`config.mk`:
```
export PLATFORM = sky130hd
export DESIGN_NAME = cpu_run_ctrl_flat
export DESIGN_NICKNAME = d
export VERILOG_FILES = /design/src/rtl/cpu_run_ctrl_if.sv /design/src/rtl/cpu_run_ctrl.sv /design/src/flat_wrapper.sv
export SDC_FILE = /design/constraint.sdc
export NUM_CORES = 1
export LEC_CHECK = 0
export ABC_AREA = 0
export CORE_MARGIN = 1.5
export CORE_UTILIZATION = 55
export CTS_BUF_LIST = sky130_fd_sc_hd__clkbuf_4 sky130_fd_sc_hd__clkbuf_8
export CTS_CLUSTER_SIZE = 40
export DETAILED_ROUTE_END_ITERATION = 8
export PLACE_DENSITY = 0.73
export SYNTH_ARGS = -nofsm -noshare
export SYNTH_HDL_FRONTEND = slang
export SYNTH_SLANG_ARGS = --single-unit
```
`constraint.sdc`:
```
create_clock -name clk_100MHz -period 4.1 [get_ports clk_100MHz]
set_clock_uncertainty 0.15 [all_clocks]
set_input_delay 0.82 -clock clk_100MHz [delete_from_list [all_inputs] [get_ports clk_100MHz]]
set_output_delay 0.82 -clock clk_100MHz [all_outputs]
set_load 0.005 [all_outputs]
```
`src/rtl/cpu_run_ctrl_if.sv`:
```
// Button/halt inputs and CPU enable/reset outputs shared between the
// board-side source (master) and the run controller (slave).
interface cpu_run_ctrl_if;
    logic        btn_step;
    logic        btn_run;
    logic        btn_cpurst;
    logic        halt_req;
    logic        cpu_en;
    logic        cpu_rst;
    logic [1:0]  state;
    logic [15:0] step_cnt;

    modport master (
        output btn_step, btn_run, btn_cpurst, halt_req,
        input  cpu_en, cpu_rst, state, step_cnt
    );

    modport slave (
        input  btn_step, btn_run, btn_cpurst, halt_req,
        output cpu_en, cpu_rst, state, step_cnt
    );
endinterface

```
`src/rtl/cpu_run_ctrl.sv`:
```
// RCPU execution controller: turns debounced button levels into single-step,
// free-run clock enables and a timed CPU reset pulse.
//
// state | meaning
// HALT  | CPU stopped, waiting for a step or run press
// STEP  | one-cycle cpu_en pulse, then back to HALT
// RUN   | cpu_en pulse every RUN_DIV cycles until run press or halt_req
// RESET | cpu_rst held for RST_CYCLES cycles, step_cnt cleared
module cpu_run_ctrl #(
    parameter int RUN_DIV    = 25_000_000,
    parameter int RST_CYCLES = 4
) (
    input  logic            clk_100MHz,
    input  logic            rst,
    cpu_run_ctrl_if.slave   bus
);
    typedef enum logic [1:0] {
        ST_HALT  = 2'd0,
        ST_STEP  = 2'd1,
        ST_RUN   = 2'd2,
        ST_RESET = 2'd3
    } state_t;

    localparam logic [26:0] DIV_LAST = 27'(RUN_DIV - 1);
    localparam logic [7:0]  RST_LAST = 8'(RST_CYCLES - 1);

    state_t      state_q;
    logic        cpu_en_q;
    logic        cpu_rst_q;
    logic [15:0] step_cnt_q;
    logic [26:0] div_cnt;
    logic [7:0]  rst_cnt;
    logic        prev_step;
    logic        prev_run;
    logic        prev_cpurst;

    logic step_rise;
    logic run_rise;
    logic cpurst_rise;

    assign step_rise   = bus.btn_step   & ~prev_step;
    assign run_rise    = bus.btn_run    & ~prev_run;
    assign cpurst_rise = bus.btn_cpurst & ~prev_cpurst;

    always_ff @(posedge clk_100MHz) begin
        // prev tracks the buttons during reset so a held button gives no edge
        prev_step   <= bus.btn_step;
        prev_run    <= bus.btn_run;
        prev_cpurst <= bus.btn_cpurst;
        if (rst) begin
            state_q    <= ST_RESET;
            cpu_en_q   <= 1'b0;
            cpu_rst_q  <= 1'b1;
            step_cnt_q <= 16'd0;
            div_cnt    <= 27'd0;
            rst_cnt    <= 8'd0;
        end else begin
            cpu_en_q <= 1'b0;
            if (cpurst_rise) begin
                state_q    <= ST_RESET;
                rst_cnt    <= 8'd0;
                cpu_rst_q  <= 1'b1;
                step_cnt_q <= 16'd0;
            end else begin
                case (state_q)
                    ST_RESET: begin
                        step_cnt_q <= 16'd0;
                        if (rst_cnt == RST_LAST) begin
                            state_q   <= ST_HALT;
                            cpu_rst_q <= 1'b0;
                        end else begin
                            rst_cnt   <= rst_cnt + 8'd1;
                            cpu_rst_q <= 1'b1;
                        end
                    end
                    ST_HALT: begin
                        if (run_rise) begin
                            state_q <= ST_RUN;
                            div_cnt <= 27'd0;
                        end else if (step_rise) begin
                            state_q    <= ST_STEP;
                            cpu_en_q   <= 1'b1;
                            step_cnt_q <= step_cnt_q + 16'd1;
                        end
                    end
                    ST_STEP: begin
                        state_q <= ST_HALT;
                    end
                    ST_RUN: begin
                        // leaving RUN wins over a pulse due on the same edge
                        if (run_rise || bus.halt_req) begin
                            state_q <= ST_HALT;
                        end else if (div_cnt == DIV_LAST) begin
                            div_cnt    <= 27'd0;
                            cpu_en_q   <= 1'b1;
                            step_cnt_q <= step_cnt_q + 16'd1;
                        end else begin
                            div_cnt <= div_cnt + 27'd1;
                        end
                    end
                    default: state_q <= ST_RESET;
                endcase
            end
        end
    end

    assign bus.cpu_en   = cpu_en_q;
    assign bus.cpu_rst  = cpu_rst_q;
    assign bus.state    = state_q;
    assign bus.step_cnt = step_cnt_q;
endmodule

```
`src/flat_wrapper.sv`:
```
// flat-port wrapper written by rule: the top's interface ports become plain ports
module cpu_run_ctrl_flat 
#(
    parameter int RUN_DIV    = 25_000_000,
    parameter int RST_CYCLES = 4
)
  (clk_100MHz, rst, bus_btn_step, bus_btn_run, bus_btn_cpurst, bus_halt_req, bus_cpu_en, bus_cpu_rst, bus_state, bus_step_cnt);
  cpu_run_ctrl_if bus_i ();
  input  logic clk_100MHz;
  input  logic rst;
  input wire logic [$bits(bus_i.btn_step)-1:0] bus_btn_step;
  input wire logic [$bits(bus_i.btn_run)-1:0] bus_btn_run;
  input wire logic [$bits(bus_i.btn_cpurst)-1:0] bus_btn_cpurst;
  input wire logic [$bits(bus_i.halt_req)-1:0] bus_halt_req;
  output wire logic [$bits(bus_i.cpu_en)-1:0] bus_cpu_en;
  output wire logic [$bits(bus_i.cpu_rst)-1:0] bus_cpu_rst;
  output wire logic [$bits(bus_i.state)-1:0] bus_state;
  output wire logic [$bits(bus_i.step_cnt)-1:0] bus_step_cnt;
  assign bus_i.btn_step = bus_btn_step;
  assign bus_i.btn_run = bus_btn_run;
  assign bus_i.btn_cpurst = bus_btn_cpurst;
  assign bus_i.halt_req = bus_halt_req;
  assign bus_cpu_en = bus_i.cpu_en;
  assign bus_cpu_rst = bus_i.cpu_rst;
  assign bus_state = bus_i.state;
  assign bus_step_cnt = bus_i.step_cnt;
  cpu_run_ctrl #(.RUN_DIV(RUN_DIV), .RST_CYCLES(RST_CYCLES)) u_core (.clk_100MHz(clk_100MHz), .rst(rst), .bus(bus_i));
endmodule
```
---- Yosys cells after proc, flatten, opt, wreduce, memory -nomap -nowiden ----
Index checks and enable logic that the tools add are counted.
operators by class
  add/subtract/negate cells ............... 3
  equality and inequality tests ........... 13
  muxes and demuxes ....................... 20
  bitwise operators ....................... 8
  reduce and logical (&&, ||, !) cells .... 9
operator list
  cell                   count
  $mux 27                3
  $mux 16                4
  $pmux 27 s2            1
  $pmux 16 s3            1
  $add 27x1->27 const B  1
  $eq 27x25->1 const B   1
  $add 16x1->16 const B  1
  $ne 2x1->1 const B     5
  $add 8x1->8 const B    1
  $eq 8x2->1 const B     1
  $mux 2                 4
  $pmux 2 s4             1
  $mux 1                 5
  $not 1->1              5
  $reduce_and 5->1       1
  $eq 2x2->1 const B     2
  $ne 2x2->1 const B     2
  $reduce_and 4->1       1
  $and 1x1->1            3
  $ne 3x1->1 const B     1
  $reduce_and 3->1       1
  $reduce_bool 3->1      1
  $eq 2x1->1 const B     1
  $logic_not 2->1        1
  5 further kinds        5
word-level totals
  bits in registers ....................... 58
  input port bits ......................... 6
  output and inout bits ................... 20
  word-level logic and storage cells ...... 62

---- Longest topological paths before layout ----
  word-level depth ........................ 5
  depth in mapped cells ................... 7
  depth with buffers taken out ............ 6

---- Least setup slack after synthesis ----
Ideal clock, no wire load.
  kind .................................... input-to-reg
  from .................................... input bus_btn_step
  to ...................................... register u_core.step_cnt_q[1] (netlist: u_core.bus.step_cnt[1])
  library setup time ...................... 0.117 ns
  arrival time ............................ 2.165 ns
  required time ........................... 3.833 ns
  setup slack ............................. 1.668 ns
  stages on the path ...................... 6
  path buffers ............................ 1
  cells stage by stage .................... or4b_4 a21o_1 nor3_2 buf_2 nor2_1 a32o_1
between the ends
  word-level cells in the longest chain between the ends .. 3
RTL lines
  what                               RTL line            text
  start, declared                    flat_wrapper.sv:11  input wire logic [$bits(bus_i.btn_step)-1:0] bus_btn_step;
  $and 1x1->1                        cpu_run_ctrl.sv:41  assign step_rise = bus.btn_step & ~prev_step;
  $ne 2x1->1 (no source line)        --
  $reduce_and 5->1 (no source line)  --
  end signal, assigned               cpu_run_ctrl.sv:83  step_cnt_q <= step_cnt_q + 16'd1;
  end signal, assigned               cpu_run_ctrl.sv:96  step_cnt_q <= step_cnt_q + 16'd1;
  end, declared                      cpu_run_ctrl.sv:30  logic [15:0] step_cnt_q;
Every way passes these cells.
A chain may end at the register's enable or synchronous reset.

---- Worst setup path in the final report ----
Ends and elaborated chain as after synthesis.

==> metrics.yaml <==
io_buffers: 25
fin_ws_ns: 1.14
diodes: 0
period_needed_ns: 2.96
fin_util_pct: 69.0
vias: 2810
die_w_um: 77.4
ys_ff_latch: 58
nets: 400
placed_area_sq_mm: 0.00335
whs_ns: 0.299
grt_max_degree: 25
post_cts_resized: 0
seqPwrFrac_pct: 43.7
cp.arrival_ns: 3.05
clkTransAtPathRegs_ns: 0.07
yosysSeqAreaShare_pct: 38.2
postRouteAntennaNets: 0
start_kind: "primary input"
cts_buffers: 9
grt_pass1_wl_mm: 12.0
rows: 26
finalCritPeriodShare_pct: 72.3
switching_share_pct: 25.2
drt-vias-per-instance: 6.03
place_ws_ns: 0.815
status: "completed"
nFillCells: 447
io_pins: 26
post-cts-setup-buffers: 0
maxCapViolations: 0
fmax_mhz: 337
drc_errors: 0
hpwl_mm: 4.88
total_power_mw: 1.36
finalHoldViolCount: 0
cts_tree: "yes"
power_density_mw_per_mm2: 380
avgSynthCellArea_sq_um: 8.34
power.leakage_nw: 1.20
layout-drive-gt1-share_pct: 8.33
drtPass1Iterations: 4
die_area_sq_mm: 0.00599
p_int_mw: 1.02
grtUsageTotal_pct: 24.9
wl_mm: 7.07
fp.dieH_um: 77.4
syn_inst: 365
vdd_drop_max_v: 0.000251
crit_type: "in2reg"
start_util_pct: 58.5
drv_slew: 0
antenna_found_initial: 0
cp-end-kind: "register"
rsz0062_at_grt: "false"
synth-edff-count: 0
clock-sinks: 58
crit_required_ns: 4.18
setup_tns_ns: 0
cts_max_level: 3
synth_area_leaders: "dfxtp_1, nor2_1, xor2_1, nand4_1, a21oi_1"
yosysUniqueCellTypes: 59
yosysWarningCount: 0
p_clk_share_pct: 45.5
synth_top_area_share_pct: 38.2
async_reset_ff_share_pct: 0
setup_violations: 0
insertion_delay_ns: 0.34
synth_ff_type: "dfxtp_1"
relSlewSlack_pct: 43.9
grt.overflow.total: 0
tightest_slew_ns: 0.840
numPlacedInstances: 450
stdcell_count: 466
cts_hold_buf: 0
grt_pass1_vias: 2639
crit_fanout: 11
synth_top_area_cell: "dfxtp_1"
gp_congestion: 0.880
power_switching_mw: 0.343
fin_area_sq_mm: 0.00359
wl_per_cell_um: 15.2
core_sq_mm: 0.00520
drtIter0Drc: 170
hold_class: "reg2reg"
clockBufferDepth: 2
area_delta_synth_final_pct: 18.0
synth_nets: 374
syn_area_sq_mm: 0.00304
combinationalPowerShare_pct: 10.9
cts_root_buffer: "clkbuf_8"
[area by class of cell]
cell class | instances | area [sq um] | area share [%]
well taps | 70 | 87.6 | 2.44
repair buffers | 31 | 295 | 8.23
clock inverters | 4 | 72.6 | 2.02
inverters | 10 | 37.5 | 1.05
multi-input cells | 281 | 1770 | 49.3
clock buffers | 12 | 165 | 4.60
flip-flops and latches | 58 | 1160 | 32.3
[Yosys cell counts (all sizes together) (2+ instances only)]
cell    count
dfxtp      58
nor2       35
nand2      24
o21ai      23
a21oi      21
nand3      19
nand4      19
xor2       15
nor4       13
or3        13
inv        10
nor3       10
and3        9
clkbuf      9
and4        7
buf         7
a31oi       5
nand2b      5
o21a        5
xnor2       5
nor2b       4
nor4b       4
a31o        3
and2        3
ha          3
o22ai       3
o31ai       3
or4b        3
a21o        2
mux2i       2
o21bai      2
o32a        2
o41ai       2
[worst max-delay path, stage by stage]
cell and delay, ns:
clkdlybuf4s50_1 0.47, or4b_4 0.49, a21o_1 0.25, nor3_2 0.56
nor2_1 0.16, a32o_1 0.29
[kinds of logic (layout without fill, tap and decap cells)]
group	Yosys count	after routing	share of synthesized area, %
multiplexers	3	3	1.03
flip-flops	58	58	38.2
AND/OR/NAND/NOR	172	172	32.4
XOR/XNOR	20	20	5.76
AO/OA/AOI/OAI	83	83	17.7
adder cells (fa/ha/maj)	3	3	1.23
buffers and inverters	26	57	3.66
[registers in the layout, summed over array words and instances, names as in the netlist]
signal               cells
u_core.bus.cpu_rst       1
u_core.div_cnt          27
u_core.bus.state         2
u_core.prev_step         1
u_core.bus.cpu_en        1
u_core.prev_cpurst       1
u_core.rst_cnt           8
u_core.bus.step_cnt     16
u_core.prev_run          1
[worst paths after layout]
path | startpoint | endpoint | slack [ns] | depth (start not counted)
worst max-delay path | bus_btn_step | u_core.bus.step_cnt[1] | 1.14 | 6
worst max register to register | u_core.bus.state[0] | u_core.bus.step_cnt[1] | 1.35 | 5
worst min register to register | u_core.bus.cpu_rst | u_core.bus.cpu_rst | 0.30 | 2
worst min-delay path | u_core.bus.cpu_rst | u_core.bus.cpu_rst | 0.30 | 2
[power by group through the flow]
stage	clock network (mW)	registers (mW)	logic (mW)
floorplan	0	0.597	0.107
global placement	0	0.608	0.144
detailed placement	0	0.608	0.145
CTS	0.629	0.595	0.147
global route	0.649	0.598	0.163
finish	0.620	0.595	0.148
[layer usage]
metal | wire length, um | track usage, % | vias to the layer above
met5 | 0 | 0 | -
met4 | 138 | 12.5 | 0
met3 | 343 | 4.24 | 12
met2 | 3220 | 39.9 | 73
met1 | 3360 | 32.3 | 1307
li1 | - | - | 1418
[cells in the final DEF, fill, tap and decap left out, drive strengths merged, types with 5 or more instances in the layout]
| master | netlist | final |
|---|---|---|
| nand4 | 19 | 19 |
| and4 | 7 | 7 |
| xor2 | 15 | 15 |
| o21a | 5 | 5 |
| nand2 | 24 | 24 |
| dfxtp | 58 | 58 |
| nor4 | 13 | 13 |
| or3 | 13 | 13 |
| clkdlybuf4s50 | 0 | 25 |
| nor2 | 35 | 35 |
| and3 | 9 | 9 |
| o21ai | 23 | 23 |
| xnor2 | 5 | 5 |
| nand3 | 19 | 19 |
| nand2b | 5 | 5 |
| inv | 10 | 10 |
| clkbuf | 9 | 12 |
| a31oi | 5 | 5 |
| buf | 7 | 6 |
| a21oi | 21 | 21 |
| nor3 | 10 | 10 |
Note: power is estimated with default switching activity, not from simulation.
